===== config.mk =====
export PLATFORM = sky130hd
export DESIGN_NAME = round_off_arbiter
export DESIGN_NICKNAME = d
export VERILOG_FILES = /design/src/rtl/round_off_arbiter_pkg.sv /design/src/rtl/round_off_arbiter_rr_arb2.sv /design/src/rtl/round_off_arbiter.sv
export SDC_FILE = /design/constraint.sdc
export NUM_CORES = 1
export LEC_CHECK = 0
export BUFFER_PORTS_ARGS = -buffer_cell sky130_fd_sc_hd__clkbuf_2
export CELL_PAD_IN_SITES_DETAIL_PLACEMENT = 0
export CELL_PAD_IN_SITES_GLOBAL_PLACEMENT = 1
export CORE_MARGIN = 4
export CORE_UTILIZATION = 29
export CTS_CLUSTER_DIAMETER = 80
export DETAILED_ROUTE_END_ITERATION = 7
export GPL_TIMING_DRIVEN = 0
export HOLD_SLACK_MARGIN = 0.1
export MAX_ROUTING_LAYER = met4
export PLACE_DENSITY_LB_ADDON = 0.1
export SYNTH_ARGS = -nofsm -noshare
export SYNTH_HDL_FRONTEND = slang
export SYNTH_SLANG_ARGS = --single-unit

===== constraint.sdc =====
create_clock -name clk -period 1.92 [get_ports clk]
set_input_delay 0.576 -clock clk [delete_from_list [all_inputs] [get_ports clk]]
set_output_delay 0.576 -clock clk [all_outputs]
set_load 0.02 [all_outputs]

===== src/rtl/round_off_arbiter_pkg.sv =====
// Shared types and widths for the posit round_off sharing arbiter.
// Holds the FSM state encoding and the operand/result bundles passed through it.
package round_off_arbiter_pkg;

  localparam int MANT_IN_W  = 64;
  localparam int MANT_OUT_W = 32;
  localparam int K_W        = 6;
  localparam int EXP_W      = 3;

  typedef enum logic [1:0] {
    IDLE  = 2'd0,
    ISSUE = 2'd1,
    WAIT  = 2'd2,
    RESP  = 2'd3
  } arb_state_e;

  typedef struct packed {
    logic [MANT_IN_W-1:0] mant;
    logic [K_W-1:0]       k;
    logic [EXP_W-1:0]     exp;
    logic                 sign;
  } ro_job_t;

  typedef struct packed {
    logic [MANT_OUT_W-1:0] mant;
    logic [K_W-1:0]        k;
    logic [EXP_W-1:0]      exp;
    logic                  sign;
  } ro_res_t;

endpackage


===== src/rtl/round_off_arbiter_rr_arb2.sv =====
// Two-requester round-robin grant. The pointer names the requester that wins a tie
// and flips to the other requester after every grant.
module rr_arb2 (
  input  logic       clk,
  input  logic       rst_n,
  input  logic [1:0] req_i,
  input  logic       en_i,
  output logic [1:0] gnt_o
);

  logic ptr_q;
  logic ptr_d;

  always_comb begin
    gnt_o = 2'b00;
    ptr_d = ptr_q;
    if (en_i) begin
      case (req_i)
        2'b01:   gnt_o = 2'b01;
        2'b10:   gnt_o = 2'b10;
        2'b11:   gnt_o = ptr_q ? 2'b10 : 2'b01;
        default: gnt_o = 2'b00;
      endcase
    end
    // Grant to 0 hands priority to 1 and vice versa.
    if (gnt_o != 2'b00) begin
      ptr_d = gnt_o[0];
    end
  end

  always_ff @(posedge clk or negedge rst_n) begin
    if (!rst_n) begin
      ptr_q <= 1'b0;
    end else begin
      ptr_q <= ptr_d;
    end
  end

endmodule


===== src/rtl/round_off_arbiter.sv =====
// Shares one round_off unit between the multiplier (0) and adder (1) back-ends:
// grant, issue a start pulse, wait for the done edge (or watchdog), return the result.
module round_off_arbiter
  import round_off_arbiter_pkg::*;
#(
  parameter int TIMEOUT_CYCLES = 64,
  parameter int CNT_W          = 7
) (
  input  logic                  clk,
  input  logic                  rst_n,
  input  logic                  req0_valid,
  output logic                  req0_ready,
  input  logic [MANT_IN_W-1:0]  req0_mant,
  input  logic [K_W-1:0]        req0_k,
  input  logic [EXP_W-1:0]      req0_exp,
  input  logic                  req0_sign,
  input  logic                  req1_valid,
  output logic                  req1_ready,
  input  logic [MANT_IN_W-1:0]  req1_mant,
  input  logic [K_W-1:0]        req1_k,
  input  logic [EXP_W-1:0]      req1_exp,
  input  logic                  req1_sign,
  output logic                  ro_start,
  output logic [MANT_IN_W-1:0]  ro_shifted_mantissa,
  output logic [K_W-1:0]        ro_k_out,
  output logic [EXP_W-1:0]      ro_exp_out,
  output logic                  ro_sign_out,
  input  logic                  ro_done,
  input  logic [MANT_OUT_W-1:0] ro_mantissa_out,
  input  logic [K_W-1:0]        ro_k_final,
  input  logic [EXP_W-1:0]      ro_exp_final,
  input  logic                  ro_sign_final,
  output logic [1:0]            resp_valid,
  output logic [MANT_OUT_W-1:0] resp_mant,
  output logic [K_W-1:0]        resp_k,
  output logic [EXP_W-1:0]      resp_exp,
  output logic                  resp_sign,
  output logic                  resp_err,
  output logic                  busy,
  output arb_state_e            dbg_state
);

  // Request handshake: a job transfers on the rising edge where reqN_valid and
  // reqN_ready are both high; ready is only ever raised in IDLE, for one winner.

  localparam logic [CNT_W-1:0] WD_LAST = CNT_W'(TIMEOUT_CYCLES - 1);

  arb_state_e       state_q, state_d;
  logic             owner_q, owner_d;
  ro_job_t          job_q, job_d;
  ro_res_t          res_q, res_d;
  logic             err_q, err_d;
  logic [CNT_W-1:0] wd_q, wd_d;
  logic             done_q;

  logic [1:0] gnt;
  logic       done_edge;
  ro_job_t    job0, job1;
  ro_res_t    ro_res;

  rr_arb2 u_rr_arb2 (
    .clk   (clk),
    .rst_n (rst_n),
    .req_i ({req1_valid, req0_valid}),
    .en_i  (state_q == IDLE),
    .gnt_o (gnt)
  );

  assign job0   = '{mant: req0_mant, k: req0_k, exp: req0_exp, sign: req0_sign};
  assign job1   = '{mant: req1_mant, k: req1_k, exp: req1_exp, sign: req1_sign};
  assign ro_res = '{mant: ro_mantissa_out, k: ro_k_final, exp: ro_exp_final,
                    sign: ro_sign_final};

  // round_off may still hold done from the previous job, so only a fresh edge counts.
  assign done_edge = ro_done & ~done_q;

  always_comb begin
    state_d = state_q;
    owner_d = owner_q;
    job_d   = job_q;
    res_d   = res_q;
    err_d   = err_q;
    wd_d    = wd_q;
    case (state_q)
      IDLE: begin
        if (gnt != 2'b00) begin
          owner_d = gnt[1];
          job_d   = gnt[1] ? job1 : job0;
          state_d = ISSUE;
        end
      end
      ISSUE: begin
        wd_d    = '0;
        state_d = WAIT;
      end
      WAIT: begin
        // A done edge on the watchdog's last cycle still counts as completion.
        if (done_edge) begin
          res_d   = ro_res;
          err_d   = 1'b0;
          state_d = RESP;
        end else if (wd_q == WD_LAST) begin
          res_d   = '0;
          err_d   = 1'b1;
          state_d = RESP;
        end else begin
          wd_d = wd_q + 1'b1;
        end
      end
      RESP: begin
        state_d = IDLE;
      end
      default: begin
        state_d = IDLE;
      end
    endcase
  end

  always_ff @(posedge clk or negedge rst_n) begin
    if (!rst_n) begin
      state_q <= IDLE;
      owner_q <= 1'b0;
      job_q   <= '0;
      res_q   <= '0;
      err_q   <= 1'b0;
      wd_q    <= '0;
      done_q  <= 1'b0;
    end else begin
      state_q <= state_d;
      owner_q <= owner_d;
      job_q   <= job_d;
      res_q   <= res_d;
      err_q   <= err_d;
      wd_q    <= wd_d;
      done_q  <= ro_done;
    end
  end

  assign req0_ready          = gnt[0];
  assign req1_ready          = gnt[1];
  assign ro_start            = (state_q == ISSUE);
  assign ro_shifted_mantissa = job_q.mant;
  assign ro_k_out            = job_q.k;
  assign ro_exp_out          = job_q.exp;
  assign ro_sign_out         = job_q.sign;
  assign resp_valid          = (state_q == RESP) ? (owner_q ? 2'b10 : 2'b01) : 2'b00;
  assign resp_mant           = res_q.mant;
  assign resp_k              = res_q.k;
  assign resp_exp            = res_q.exp;
  assign resp_sign           = res_q.sign;
  assign resp_err            = err_q;
  assign busy                = (state_q != IDLE);
  assign dbg_state           = state_q;

endmodule


## Word level (Yosys, flattened, before mapping)

Cells that the tools add are included.

- Add/subtract/negate cells: 1
- Multiply operators: 0
- Div/mod/pow operators: 0
- Order comparisons: 0
- Equal/unequal tests: 11
- Shifts and indexed selects: 0
- Mux-type cells: 17
- Bitwise logic cells: 2
- Reduce and logical (&&, ||, !) cells: 9

Operator list:

| kind | number |
|---|---|
| 42-bit two-way mux | 2 |
| 74-bit two-way mux | 1 |
| 2-bit two-way mux | 7 |
| 7-bit two-way mux | 2 |
| 7-bit one-hot mux with 2 select lines | 1 |
| 2-bit == test, second input constant | 4 |
| 2-bit one-hot mux with 4 select lines | 1 |
| 2-bit nonzero test | 4 |
| 7-bit by 1-bit adder with 7-bit output, second input constant | 1 |
| 7-bit by 6-bit == test with 1-bit output, second input constant | 1 |
| 2-bit != test, second input constant | 3 |
| 2-bit one-hot mux with 3 select lines | 1 |
| 2-bit AND reduction | 3 |
| 2-bit by 1-bit == test with 1-bit output, second input constant | 2 |
| 3-bit != test, second input constant | 1 |
| 3-bit AND reduction | 1 |
| 2-bit logical NOT | 1 |
| 1-bit two-way mux | 2 |
| 1-bit bitwise AND | 1 |
| 1-bit NOT | 1 |

- Register bits after elaboration: 129
- Latch bits: 0
- RAM bits: 0
- Memory bits (read-only): 0
- Output and inout bits: 125
- Logic and storage cells: 54
- Memories kept: 0

## Depth between registers and ports, before layout

Gate-level depths: netlist (run 1).

- Depth after elaboration: 6
- Mapped depth: 8
- Depth with buffers taken out: 6

## Cells and area by module

A second synthesis (run 1) with hierarchy kept.

- Cells, all modules: 490
- Area, all modules: 5611.6 sq um

Modules (own cells, without submodules):

| module | times used | cells an instance | area each (sq um) | seq. area each (sq um) |
|---|---|---|---|---|
| round_off_arbiter | 1 | 482 | 5550.3 | 3203.1 |
| rr_arb2 | 1 | 8 | 61.3 | 25.0 |

## Worst setup path before layout (run 1)

OpenSTA, ideal clock, no wires.

- Path kind: register to output
- Start: reg state_q[0] (netlist: dbg_state[0])
- End: out req1_ready
- Arrival: 1.412 ns
- Data required time: 1.344 ns
- Path slack: -0.068 ns
- Stages on the path, launching flop included: 7
- Cell sequence: dfrtp_1 -> inv_1 -> ha_1 -> nand2_1 -> a21oi_2 -> buf_4 -> buf_6

- Longest elaborated chain between the ends: 2

RTL lines:

| element | line | RTL |
|---|---|---|
| from (decl) | round_off_arbiter.sv:48 | `arb_state_e state_q, state_d;` |
| from (signal assigned) | round_off_arbiter.sv:129 | `state_q <= state_d;` |
| 2-bit logical NOT | round_off_arbiter.sv:65 | `.en_i (state_q == IDLE),` |
| 2-bit two-way mux | round_off_arbiter_rr_arb2.sv:17 | `if (en_i) begin` |
| to (decl) | round_off_arbiter.sv:18 | `output logic req1_ready,` |

No other way between the ends.

## Worst setup path after layout (run 1)

Same ends and word-level chain as after synthesis.

==> metrics.md, run 1 <==
| Metric | Value |
|---|---|
| CP Data Required Time | `1.34 ns` |
| Via Count | `4963` |
| Cell chain of the critical path | `inv_2, ha_4, nand2_4, a21oi_4, buf_12, buf_12, buf_8` |
| Worst Tran Pin Value | `0.592 ns` |
| Ys async rst share | `100%` |
| Min Tclk post-route | `2.15 ns` |
| Vias per cell | `4.46` |
| Dpl hpwl | `14300 µm` |
| CTS tree | `yes` |
| Most common cell in the netlist | `dfrtp_1` |
| Die width | `147 µm` |
| Number of global-route vias before repair | `5348` |
| Critical path type | `register to output port` |
| Crit path buffers/inverters | `4` |
| Finish-stage setup viols | `24` |
| Worst path slowest cell | `dfrtp_2` |
| I/O pins | `320` |
| Slew Viols, Final | `0` |
| Flop and latch count out of synthesis | `129` |
| Critical path's largest stage delay | `0.41 ns` |
| Library cells used by synthesis | `35` |
| R2R Path End | `ro_shifted_mantissa[8]` |
| Post-Layout Inst Area | `8480 µm²` |
| First-pass GRT wire length | `28300 µm` |
| Ranking of synthesized cells by area | `dfrtp_1 58%, mux2i_1 13%, a22o_1 6.9%, nand2_1 5.2%, o21ai_0 3.8%` |
| Area leader, netlist | `dfrtp_1` |
| Post-route DRC | `0` |
| Sequential share of the synthesized area | `57.7%` |
| Fill count | `1827` |
| Peak VDD IR | `0.559 mV` |
| Critical Path End Type | `output port` |
| Mapped cell area | `5600 µm²` |
| Drt pass-1 iters | `4` |
| Initial DRC Count | `190` |
| H-Tree Level Count | `4` |
| Initial antenna violation count | `0` |
| Area of the die | `21600 µm²` |
| Reg clk slew, reported paths | `0.06 ns` |
| Total of max-cap violations | `0` |
| Crit path from | `dbg_state[0]` |
| Core area | `18800 µm²` |
| Area growth syn-to-layout | `51.5%` |
| Final period util | `112%` |
| CP Capture Point | `req1_ready` |
| Nets | `1041` |
| DRT Wirelength | `17900 µm` |
| Delay-heaviest family, CP | `flip-flops` |
| Post-Synthesis Cells | `490` |
| WP data arrival | `1.57 ns` |
| R2R setup slack | `-0.03 ns` |
| Yosys warns | `0` |
| Worst-skew pair later-pin latency | `0.41 ns` |
| Pleak | `4.35 nW` |
| Post-synth top cells | `129 x dfrtp_1, 77 x nand2_1, 75 x mux2i_1` |
| RSZ-0062 raised after global routing | `true` |
| Final Hold Fails | `0` |
| R2r worst-path depth | `9` |
| Yosys top cell area share | `57.7%` |
| Buffers on Ports | `319` |
| Remaining global-route overflow | `0` |
| ANT cells | `0` |
| CTS buffer count | `17` |
| CP max FO | `2` |
| FF-to-FF Start | `dbg_state[1]` |
| Setup_tns | `-0.890 ns` |
| Post-synth EDFFs | `0` |
| Setup slack after layout | `-0.228 ns` |
| CP Depth | `7` |
| Gpl congestion | `0.812` |
| # rows | `50` |
| Net Count, Synth | `691` |
| Die Height | `147 µm` |
| CP most frequent cell | `buf_12` |
| Fraction of layout cells with a size suffix above 1 | `48.6%` |
| Setup crit start kind | `register` |
| Slew HR | `60.5%` |
| Wire per inst | `16.1 µm` |
| Maximum number of pins on one net before global-route repair | `106` |
| Main synth FF type | `dfrtp_1` |
| Clock Path Buffers | `2` |
| Clk sinks | `129` |
| Failing checks | `setup timing` |
| Mean Syn Cell Area | `11.4 µm²` |
| Clock skew | `0.00838 ns` |
| Clock Tree Root | `clkbuf_16` |
| Initial Util | `29.7%` |
| Status | `finished, violations left` |
| Total Routing Usage GR | `17.1%` |
| Post-DRT Antenna Nets | `0` |
| Max Freq | `466 MHz` |
| Placed Area | `7560 µm²` |
| Worst Hold Class | `input pin to register` |
| Pwr Density | `1730 nW/µm²` |
==> cell families after synthesis <==
logic type	share of synthesized area (%)
AND/OR/NAND/NOR	7.04
AO/OA/AOI/OAI	16.2
adder cells (fa/ha/maj)	1.34
multiplexers	13.8
flip-flops	57.7
buffers and inverters	3.93
==> where the power goes <==
part | internal [mW] | total [mW] | switching, mW
clock network | 2.34 | 3.54 | 1.20
logic | 2.46 | 6.48 | 4.02
registers | 3.97 | 4.65 | 0.688
==> sequential cells by signal (all words and copies together) (netlist names) <==
| name | count |
|---|---|
| ro_shifted_mantissa | 64 |
| resp_mant | 32 |
| wd_q | 7 |
| resp_k | 6 |
| ro_k_out | 6 |
| resp_exp | 3 |
| ro_exp_out | 3 |
| dbg_state | 2 |
| done_q | 1 |
| owner_q | 1 |
| resp_err | 1 |
| resp_sign | 1 |
| ro_sign_out | 1 |
| u_rr_arb2.ptr_q | 1 |
==> layout make-up <==
type | count | area [µm²] | area share [%]
Timing Repair Buffer | 331 | 1760 | 20.7
Multi-Input combinational cell | 317 | 2240 | 26.5
Inverter | 10 | 40.0 | 0.472
Clock buffer | 18 | 439 | 5.18
Buffer | 34 | 230 | 2.72
Sequential cell | 129 | 3230 | 38.1
Clock inverter | 13 | 210 | 2.48
Tap cell | 260 | 325 | 3.84
==> what timing repair did <==
item	in CTS	in global routing
resized for setup	34	21
hold buffers	1	0
hold endpoints to repair	24	0
endpoints found under the setup margin	86	110
setup buffers	9	1
pin swaps	1	2
gates cloned	0	0
==> routing by layer <==
metal / vias to the layer above / track usage [%] / wire length (µm)
li1: 2437 / - / -
met1: 2300 / 20.1 / 7170
met2: 199 / 28.2 / 9120
met3: 27 / 4.81 / 1180
met4: 0 / 6.20 / 473
met5: - / - / 0
==> placed cells by master (no fill, tap or decap), types with 2 or more instances in the layout <==
| master | netlist | final |
|---|---|---|
| clkbuf_2 | 0 | 320 |
| nor2_1 | 4 | 3 |
| clkbuf_8 | 0 | 4 |
| dfrtp_2 | 0 | 2 |
| mux2i_2 | 0 | 6 |
| ha_4 | 0 | 3 |
| clkbuf_1 | 15 | 8 |
| clkinv_4 | 0 | 3 |
| bufinv_16 | 0 | 5 |
| buf_6 | 5 | 4 |
| mux2i_1 | 75 | 69 |
| buf_8 | 0 | 3 |
| clkinvlp_4 | 0 | 2 |
| ha_1 | 6 | 2 |
| o21ai_1 | 39 | 39 |
| clkbuf_16 | 0 | 17 |
| nand2_1 | 77 | 75 |
| buf_4 | 1 | 12 |
| buf_12 | 0 | 2 |
| nor3_1 | 2 | 2 |
| buf_2 | 11 | 10 |
| inv_1 | 10 | 7 |
| mux2_2 | 2 | 2 |
| dfrtp_1 | 129 | 127 |
| nand4_1 | 3 | 3 |
| clkinv_2 | 0 | 2 |
| o21ai_0 | 42 | 42 |
| and2_1 | 2 | 2 |
| a21oi_1 | 4 | 3 |
| a22o_1 | 44 | 44 |
| inv_2 | 0 | 2 |
| nor2b_1 | 2 | 2 |
==> how the worst min path moves through the flow <==
stage / slack (ns) / cells after the start / endpoint / startpoint
6_report: 0.31 / 1 / done_q / ro_done
3_3_place_gp: 0.46 / 2 / ro_shifted_mantissa[28] / ro_shifted_mantissa[28]
4_1_cts: 0.28 / 1 / done_q / ro_done
2_1_floorplan: 0.28 / 0 / dbg_state[0] / rst_n
3_5_place_dp: 0.47 / 1 / resp_k[0] / rst_n
5_1_grt: 0.29 / 1 / done_q / ro_done
==> through the flow <==
step	utilization (%)	cells	power [mW]	hold WS [ns]	setup slack, ns
2_1_floorplan	-	490	8.47	0.280	0.00647
3_3_place_gp	40.0	1069	10.8	0.463	-2.01
3_5_place_dp	40.2	1070	10.9	0.469	-0.444
4_1_cts	44.6	1111	14.8	0.282	-0.276
5_1_grt	45.0	1112	15.7	0.288	-0.321
6_report	45.0	1112	14.7	0.307	-0.228
(Power assumes the default switching activity.)
==> inputs of run 2 (changes only) <==
- REMOVE_ABC_BUFFERS: unset -> 1
==> run 2 against run 1 <==
The run still ends with setup timing left. Register-to-register slack lost 0.17 ns. Cell area grew 1.4%. Via count is essentially flat. Non-clock buffer count shrank 12. Sequential cell count is the same. Count of clock-buffer cells in the layout shrank 1. Global-route usage grew 0.085 points. Final cell count shrank 0.81%.
==> metrics.md, run 2 (synthesis gave the netlist of run 1 again) <==
| Metric | Value |
|---|---|
| Max Freq | `435 MHz` |
| CP max FO | `2` |
| Setup crit start kind | `register` |
| Most common cell after layout, fill and taps aside | `clkbuf_2` |
| Final period util | `120%` |
| Final Hold Fails | `0` |
| Fraction of layout cells with a size suffix above 1 | `48.9%` |
| CTS tree | `yes` |
| Critical path type | `register to output port` |
| Total Routing Usage GR | `17.2%` |
| Slew HR | `51.2%` |
| Dpl hpwl | `13300 µm` |
| Initial Util | `29.7%` |
| Initial DRC Count | `182` |
| Clock Path Buffers | `2` |
| Slew Viols, Final | `0` |
| Drt pass-1 iters | `4` |
| Clock skew | `0.0111 ns` |
| Die width | `147 µm` |
| I/O pins | `320` |
| Worst-skew pair later-pin latency | `0.41 ns` |
| First-pass GRT wire length | `28300 µm` |
| Clk sinks | `129` |
| # rows | `50` |
| Finish-stage setup viols | `44` |
| Reg clk slew, reported paths | `0.06 ns` |
| Core area | `18800 µm²` |
| Remaining global-route overflow | `0` |
| Number of flip-flops in the largest register | `64` |
| Buffers on Ports | `319` |
| Via Count | `4962` |
| Total of max-cap violations | `0` |
| Area growth syn-to-layout | `53.6%` |
| Nets | `1031` |
| Die Height | `147 µm` |
| CTS buffer count | `17` |
| Post-Layout Inst Area | `8590 µm²` |
| Setup slack after layout | `-0.377 ns` |
| WP data arrival | `1.72 ns` |
| Util after Layout | `45.6%` |
| Worst Tran Pin Value | `0.730 ns` |
| Status | `finished, violations left` |
| Post-DRT Antenna Nets | `0` |
| Hold Buf Count CTS | `0` |
| Wire per inst | `16.7 µm` |
| Clock Tree Root | `clkbuf_16` |
| Pleak | `4.40 nW` |
| Peak VDD IR | `0.516 mV` |
| Post-route DRC | `0` |
| Overall power | `14.6 mW` |
| RSZ-0062 raised after global routing | `true` |
| Placed Area | `7550 µm²` |
| Vias per cell | `4.50` |
| Min Tclk post-route | `2.30 ns` |
| DRT Wirelength | `18500 µm` |
| Area of the die | `21600 µm²` |
| Finished Layout Cells | `1103` |
| Most frequent cells in the layout | `313 x clkbuf_2, 128 x dfrtp_1, 75 x nand2_1, 71 x mux2i_1, 47 x o21ai_1` |
| DP Cell Count | `1043` |
| Worst Hold Class | `input pin to async pin` |
| Initial antenna violation count | `0` |
| Maximum number of pins on one net before global-route repair | `68` |
| CP Data Required Time | `1.34 ns` |
| ANT cells | `0` |
| Number of global-route vias before repair | `5255` |
| Gpl congestion | `0.762` |
| Critical Path End Type | `output port` |
| Pwr Density | `1700 nW/µm²` |
| H-Tree Level Count | `4` |
| Failing checks | `setup timing` |
==> run 2: changes by cell type in the layout (fill, tap and decap cells not counted), moves of 3 or more <==
cell	delta
buf_2	-10
clkinvlp_4	+3
buf_4	+7
buf_12	+3
buf_16	+5
o21ai_0	-10
clkbuf_2	-7
clkbuf_1	-8
bufinv_16	-4
o21ai_1	+8
inv_6	+3
==> run 2: what timing repair did <==
action	in CTS	in global routing
gates cloned	4	2
pin swaps	5	3
gates resized for setup	40	19
setup endpoints to repair	125	106
setup buffers	15	7
==> run 2: through the flow <==
step	hold slack (ns)	TNS, ns	setup WS (ns)
after floorplan	0.280	-297.14	-3.84
after global placement	0.465	-734.47	-6.27
after detailed placement	0.470	-45.66	-0.943
after CTS	0.172	-6.63	-0.425
after global routing	0.179	-14.19	-0.447
final	0.157	-7.32	-0.377
==> run 2: power breakdown <==
part	switching (mW)	total, mW	internal, mW
clock network	1.26	3.05	1.79
registers	0.683	4.65	3.96
logic	4.11	6.91	2.80
total	6.06	14.6	8.55
==> run 2: metal layers <==
metal,global-route usage [%],wire length [µm],part of all wire (%),vias up
li1,-,-,-,2426
met1,20.2,7490,41,2296
met2,27.9,9060,49,218
met3,6.45,1600,8.7,22
met4,4.71,321,1.7,0
met5,-,0,0,-
==> run 2: path summary, 6_finish.rpt <==
| check | end | start | slack [ns] | depth (start not counted) |
|---|---|---|---|---|
| max in group asynchronous | ro_shifted_mantissa[50] | rst_n | 1.04 | 2 |
| max reg2reg | ro_shifted_mantissa[34] | dbg_state[0] | -0.20 | 10 |
| min | resp_mant[27] | rst_n | 0.16 | 1 |
| min in group clk | done_q | ro_done | 0.36 | 1 |
| max | req1_ready | dbg_state[0] | -0.38 | 8 |
| min reg2reg | ro_shifted_mantissa[41] | ro_shifted_mantissa[41] | 0.48 | 2 |
==> run 2: critical path, cell delays in order, from the launching register on <==
cell	delay [ns]
dfrtp_2	0.43
inv_4	0.08
ha_4	0.15
nand2_4	0.05
a21oi_4	0.16
buf_12	0.14
buf_16	0.11
buf_16	0.10
buf_8	0.10
==> run 2: area by class of cell <==
cell class	instances	area, µm²
fillers	1805	10200
flip-flops and latches	129	3230
multi-input cells	319	2280
repair buffers	353	2160
clock buffers	17	425
well taps	260	325
clock inverters	15	135
inverters	10	42.5
